$ cat src/rtl/wb_stage.sv
// Write-back stage: load-lane extraction, register-file write port, HI/LO pair,
// and a stall/timeout handshake for a variable-latency data-memory read.
module wb_stage #(
    parameter int unsigned TIMEOUT = 15
) (
    input  logic        cpu_clk_50M,
    input  logic        cpu_rst,
    input  logic [4:0]  wb_wa,
    input  logic        wb_wreg,
    input  logic [31:0] wb_dreg,
    input  logic        wb_mreg,
    input  logic [3:0]  wb_dre,
    input  logic        wb_sext,
    input  logic        wb_whilo,
    input  logic [63:0] wb_hilo,
    input  logic [31:0] dm_rdata,
    input  logic        dm_rvalid,
    output logic        rf_we,
    output logic [4:0]  rf_wa,
    output logic [31:0] rf_wd,
    output logic [31:0] hi_o,
    output logic [31:0] lo_o,
    output logic        stall_req,
    output logic        dm_err,
    output logic        dbg_state_o
);

    typedef enum logic {IDLE = 1'b0, WAIT = 1'b1} state_t;

    localparam logic [7:0] TIMEOUT_CNT = 8'(TIMEOUT);

    state_t      state_q, state_d;
    logic [7:0]  cnt_q, cnt_d;
    logic [31:0] hi_q, lo_q;
    logic        lane_ok;
    logic [31:0] ld_data;
    logic        ld_req;
    logic        wa_nz;

    // Only these enable patterns describe a real load; anything else writes nothing.
    always_comb begin
        lane_ok = 1'b1;
        ld_data = dm_rdata;
        case (wb_dre)
            4'b1111: ld_data = dm_rdata;
            4'b0001: ld_data = {{24{wb_sext & dm_rdata[7]}},  dm_rdata[7:0]};
            4'b0010: ld_data = {{24{wb_sext & dm_rdata[15]}}, dm_rdata[15:8]};
            4'b0100: ld_data = {{24{wb_sext & dm_rdata[23]}}, dm_rdata[23:16]};
            4'b1000: ld_data = {{24{wb_sext & dm_rdata[31]}}, dm_rdata[31:24]};
            4'b0011: ld_data = {{16{wb_sext & dm_rdata[15]}}, dm_rdata[15:0]};
            4'b1100: ld_data = {{16{wb_sext & dm_rdata[31]}}, dm_rdata[31:16]};
            default: lane_ok = 1'b0;
        endcase
    end

    assign ld_req = wb_mreg & wb_wreg & lane_ok;
    assign wa_nz  = (wb_wa != 5'd0);
    assign rf_wa  = wb_wa;
    assign rf_wd  = wb_mreg ? ld_data : wb_dreg;

    always_comb begin
        state_d   = state_q;
        cnt_d     = cnt_q;
        rf_we     = 1'b0;
        stall_req = 1'b0;
        dm_err    = 1'b0;
        case (state_q)
            IDLE: begin
                if (ld_req) begin
                    if (dm_rvalid) begin
                        rf_we = wa_nz;
                    end else begin
                        stall_req = 1'b1;
                        state_d   = WAIT;
                        cnt_d     = 8'd1;
                    end
                end else begin
                    rf_we = ~wb_mreg & wb_wreg & wa_nz;
                end
            end
            WAIT: begin
                if (dm_rvalid) begin
                    rf_we   = ld_req & wa_nz;
                    state_d = IDLE;
                    cnt_d   = 8'd0;
                end else if (cnt_q == TIMEOUT_CNT) begin
                    dm_err  = 1'b1;
                    state_d = IDLE;
                    cnt_d   = 8'd0;
                end else begin
                    stall_req = 1'b1;
                    cnt_d     = cnt_q + 8'd1;
                end
            end
            default: begin
                state_d = IDLE;
                cnt_d   = 8'd0;
            end
        endcase
        // Reset must drop the stall at once, even with a load still on the inputs.
        if (cpu_rst) begin
            rf_we     = 1'b0;
            stall_req = 1'b0;
            dm_err    = 1'b0;
        end
    end

    always_ff @(posedge cpu_clk_50M or posedge cpu_rst) begin
        if (cpu_rst) begin
            state_q <= IDLE;
            cnt_q   <= 8'd0;
        end else begin
            state_q <= state_d;
            cnt_q   <= cnt_d;
        end
    end

    // A HI/LO write paired with a stalled load lands on the release cycle.
    always_ff @(posedge cpu_clk_50M or posedge cpu_rst) begin
        if (cpu_rst) begin
            hi_q <= 32'd0;
            lo_q <= 32'd0;
        end else if (wb_whilo && !stall_req) begin
            hi_q <= wb_hilo[63:32];
            lo_q <= wb_hilo[31:0];
        end
    end

    assign hi_o        = wb_whilo ? wb_hilo[63:32] : hi_q;
    assign lo_o        = wb_whilo ? wb_hilo[31:0]  : lo_q;
    assign dbg_state_o = state_q;

endmodule

$ cat config.mk
export PLATFORM = sky130hd
export DESIGN_NAME = wb_stage
export DESIGN_NICKNAME = d
export VERILOG_FILES = /design/src/rtl/wb_stage.sv
export SDC_FILE = /design/constraint.sdc
export NUM_CORES = 1
export LEC_CHECK = 0
export ABC_AREA = 1
export ABC_CLOCK_PERIOD_IN_PS = 4000
export CORE_MARGIN = 2
export CORE_UTILIZATION = 42
export CTS_BUF_LIST = sky130_fd_sc_hd__clkbuf_4 sky130_fd_sc_hd__clkbuf_8 sky130_fd_sc_hd__clkbuf_16
export DETAILED_ROUTE_END_ITERATION = 7
export PLACE_DENSITY_LB_ADDON = 0.2
export SETUP_SLACK_MARGIN = 0.15
export SYNTH_ARGS = -nofsm -noshare
export SYNTH_HDL_FRONTEND = slang
export SYNTH_SLANG_ARGS = --single-unit
$ cat constraint.sdc
create_clock -name cpu_clk_50M -period 4 [get_ports cpu_clk_50M]
set_input_delay 0.6 -clock cpu_clk_50M [delete_from_list [all_inputs] [get_ports cpu_clk_50M]]
set_output_delay 0.6 -clock cpu_clk_50M [all_outputs]
set_load 0.01 [all_outputs]
Yosys cells after proc, flatten, opt, wreduce, memory -nomap -nowiden
Cells that the tools add are included.

storage, ports and cells
  bits of input ports = 144
  bits in registers = 73
  output and inout bits = 105
  word-level logic and storage cells = 56

cells by class
  $add $sub $neg = 1
  multiplexer cells = 25
  equality and inequality tests = 10
  bitwise gates (word level) = 11
  reductions and logical operators = 5

operators with widths
  operator               count
  $pmux W32 S6           1
  $mux W32               3
  $mux W8                4
  $pmux W8 S2            1
  $mux W1                14
  $eq A4 B4 Y1 const B   3
  $and A1 B1 Y1          9
  $add A8 B1 Y8 const B  1
  $eq A4 B2 Y1 const B   2
  $eq A8 B4 Y1 const B   1
  $reduce_or A7 Y1       1
  $reduce_bool A5 Y1     1
  $eq A4 B1 Y1 const B   1
  $eq A4 B3 Y1 const B   1
  $ne A2 B2 Y1 const B   2
  $pmux W1 S2            2
  $not A1 Y1             2
  $reduce_and A2 Y1      1
  $logic_and A1 B1 Y1    1
  $logic_not A1 Y1       1

Logic depth before layout (Yosys ltp)
Gate-level depths: netlist of run 1.

  depth in word-level cells = 9
  mapped depth = 13

Worst setup path before layout of run 1
No wires, ideal clock.

  kind = input port to output port
  from = in cpu_rst
  to = out rf_we
  slack = 0.602 ns
  path buffers = 0
  arrival time = 2.798 ns
  cell stages on the path = 3
  cells stage by stage = inv_1 > o41ai_1 > nor3_1

on the way
  cells in the longest elaborated chain, start to end = 1

ends and longest elaborated chain
  what         line  source
  from (decl)  7     input logic cpu_rst,
  $mux W1      101   if (cpu_rst) begin
  to (decl)    18    output logic rf_we,

Every way passes these cells.

Worst setup path after layout of run 1
  from = in wb_dre[2]
  to = out rf_wd[4]

on the way
  cells in the longest elaborated chain, start to end = 3

ends and longest elaborated chain
  what                                  line  source
  from (decl)                           12    input logic [3:0] wb_dre,
  $eq A4 B4 Y1 (tied with other cells)  44    case (wb_dre)
  $pmux W32 S6 (*)                      44
  $mux W32 (*)                          59    assign rf_wd = wb_mreg ? ld_data : wb_dreg;
  to (decl)                             20    output logic [31:0] rf_wd,

Mark *: on every way between the ends. The rest lies on a longest branch, timed or not.

==> results of run 1 <==
-- critical path, delay by kind of cell --
kind / cells / cell delay (ns)
buffers and inverters: 4 / 1.53
and+or+nand+nor: 6 / 0.68
AOI/OAI and AO/OA: 1 / 0.15
-- how the worst max path moves through the flow --
stage | start | end | slack (ns) | cells after the start
CTS | wb_dre[2] | rf_wd[4] | 0.30 | 10
floorplan | cpu_rst | rf_we | 0.60 | 3
global placement | wb_dre[2] | rf_wd[7] | 0.42 | 10
finish | wb_dre[2] | rf_wd[4] | 0.43 | 11
detailed placement | wb_dre[2] | rf_wd[4] | 0.31 | 10
global route | wb_dre[2] | rf_wd[4] | 0.24 | 11
-- cell type report --
cell class	count	area, um^2	area share (%)
well taps	168	210	2.60
flip-flops and latches	73	1830	22.6
multi-input cells	472	2950	36.5
inverters	50	189	2.33
clock inverters	5	105	1.30
repair buffers	258	2580	31.9
clock buffers	10	233	2.87
-- cell usage in the layout, fill, tap and decap left out, drive strengths merged, types with 7 or more instances in the layout --
| cell | count |
|---|---|
| nand2 | 189 |
| o21ai | 22 |
| nor2 | 45 |
| a21oi | 36 |
| mux2 | 64 |
| o22ai | 7 |
| a31oi | 15 |
| clkbuf | 10 |
| dfrtp | 73 |
| clkdlybuf4s50 | 247 |
| buf | 11 |
| inv | 49 |
| nand3 | 79 |
-- flip-flops by register name, summed over array words and instances (netlist names) --
register,count
hi_q,32
dbg_state_o,1
lo_q,32
cnt_q,8
-- routing by layer --
metal  part of all wire (%)  track usage [%]  vias up
met5                      0                0        -
met4                    2.4             8.25        0
met3                    7.4             6.43       33
met2                     50             44.6      203
met1                     40             30.4     2498
li1                       -                -     2569
-- cells by family (layout without fill, tap and decap cells) --
group,Yosys count,count (layout),share of synthesized area (%)
flip-flops,73,73,34.7
multiplexers,64,64,13.7
adder cells (fa/ha/maj),1,1,0.238
AND/OR/NAND/NOR,322,322,32.3
AO/OA/AOI/OAI,85,85,9.77
buffers and inverters,91,323,9.32
-- power by group through the flow --
stage / registers, mW / logic, mW / clock network (mW)
2_1_floorplan: 0.858 / 0.392 / 0
3_3_place_gp: 0.867 / 0.796 / 0
3_5_place_dp: 0.871 / 0.815 / 0
4_1_cts: 0.860 / 0.820 / 0.937
5_1_grt: 0.870 / 0.885 / 0.975
6_report: 0.860 / 0.816 / 0.921
-- timing repair --
action                                  in CTS  in global routing
resized for setup                            0                  2
buffers inserted                             0                  1
endpoints found under the setup margin       0                 15
==> metrics.csv, run 1 <==
stage;metric;value;unit
outcome;outcome;completed;
route;wl_per_cell;16.5;um
cells_and_area;final_nets;1009;
worst_hold_path;hold_path.class;flop to flop;
synth;yosysUniqueCellTypes;36;
clock_network;cts.sinks;73;
floorplan;rows;40;
sta;clock_skew;0.00522;ns
clock_network;h-tree-depth;3;
pwr;ir_drop;0.266;mV
setup_path;path_max_fanout;12;
synth;synthArstFlopShare;100;%
global_route;grt_pass1_wl;27000;um
floorplan;die_y;116;um
synth;ys_seq_elements;73;
sta;final_hold_viol_count;0;
sta;setup_ws;0.434;ns
sta;tns;0;ns
synth;synth_area_leader_cell;dfrtp_1;
sta;holdWs;0.467;ns
pwr;p_int;1.88;mW
synth;syn_nets;781;
worst_hold_path;min_path_cells;2;
flow_run;max-cap-violations;0;
setup_path;worstRegToRegCells;14;
floorplan;initial_utilization;43.5;%
setup_path;slowest_stage;clkdlybuf4s50_1;
synth;netlist_top_cells_count;nand2_1, dfrtp_1, mux2_2;
global_route;grt_max_degree;74;
synth;synth_cells;636;
setup_path;r2r-start;cnt_q[0];
clock_network;ctsHoldBuffers;0;
cells_and_area;drive_gt1_share;20.5;%
cells_and_area;finish.instance_area;8100;um^2
setup_path;path_class;input pin to output port;
worst_hold_path;hold_path_end;hi_q[3];
placement;port_buffers;248;
pwr;p_switching;0.715;mW
placement;dp_hpwl;12900;um
route;dr.first_iter.drc_count;393;
route;viasPerCell;5.12;
floorplan;dieArea;13400;um^2
sta;slew-limit-headroom;37.9;%
sta;min_period_over_period;89.2;%
synth;yosysSeqAreaShare;34.7;%
floorplan;dieWidth;116;um
cells_and_area;fillers;1035;
pwr;powerDensity;321;nW/um^2
setup_path;end_kind;output port;
sta;tightest_slew;0.932;ns
synth;synth_top_area_share;34.7;%
synth;synth.top_cells.by_area;dfrtp_1, mux2_2, nand2_1;
pwr;switching_share;27.5;%
cells_and_area;n_antenna_cell;0;
global_route;grt_pass1_vias;5358;
cells_and_area;fin_util;66.8;%
sta;max_freq;280;MHz
setup_path;required;3.40;ns
clock_network;cts_buffers;9;
route;drc;0;
setup_path;path_common_cell;nand2_2;
pwr;power_frac_clock;35.5;%
pwr;pwr-share-comb;31.4;%
synth;synth-edff-count;0;
sta;rsz0062_at_grt;false;
floorplan;io_pins;249;
route;dr.pass1.iters;5;
global_route;antenna_found_initial;0;
worst_hold_path;min-delay-start;hi_q[3];
cells_and_area;instances_no_fill;1036;
route;ant_nets;0;
synth;synth_most_common_cell;nand2_1;
placement;place_area;7740;um^2
route;via_count;5303;
clock_network;insertion_delay;0.33;ns
synth;yosys_warnings;0;
clock_network;cts-root-buf;clkbuf_16;
synth;ys.flop_type;dfrtp_1;
clock_network;clk_pin_slew;0.05;ns
placement;dp_slack;0.305;ns
sta;setup_viol;0;
global_route;globalRouteTotalUtil;25.4;%
global_route;overflow;0;
pwr;p_leak;3.69;nW
clock_network;clock_path_buffers;2;
clock_network;cts_tree;built;
pwr;seq_power_share;33.1;%
setup_path;regToRegSetupSlack;0.98;ns
cells_and_area;syn_to_final_growth;53.8;%
setup_path;cp_cell_sequence;clkdlybuf4s50_1, nor2_4, nand2_2, nand2_2, inv_1, nand2_2, nand3b_1, buf_4, nand2_1, a31oi_1, clkdlybuf4s50_1;
setup_path;crit_arrival;2.97;ns
floorplan;core;12100;um^2
route;wl;17100;um
pwr;power;2.60;mW
placement;dp.cells;1020;
setup_path;cp-start-kind;input pin;
synth;synth_area;5260;um^2
sta;finalCriticalPeriod;3.57;ns
setup_path;cp_slowest_stage_delay;0.62;ns
setup_path;timing.rr.end;lo_q[10];
sta;slew_viol_final;0;
synth;syn_area_per_cell;8.28;um^2
placement;gp_congestion;0.930;
No activity file was read; power rests on OpenSTA's default activity.
==> run 2, diff against run 1 <==
--- a/config.mk
+++ b/config.mk
@@ -13,6 +13,7 @@
 export DETAILED_ROUTE_END_ITERATION = 7
 export PLACE_DENSITY_LB_ADDON = 0.2
 export SETUP_SLACK_MARGIN = 0.15
+export SKIP_LAST_GASP = 1
 export SYNTH_ARGS = -nofsm -noshare
 export SYNTH_HDL_FRONTEND = slang
 export SYNTH_SLANG_ARGS = --single-unit
==> results of run 2 <==
Final layout, timing and power as in run 1 (identical DEF).
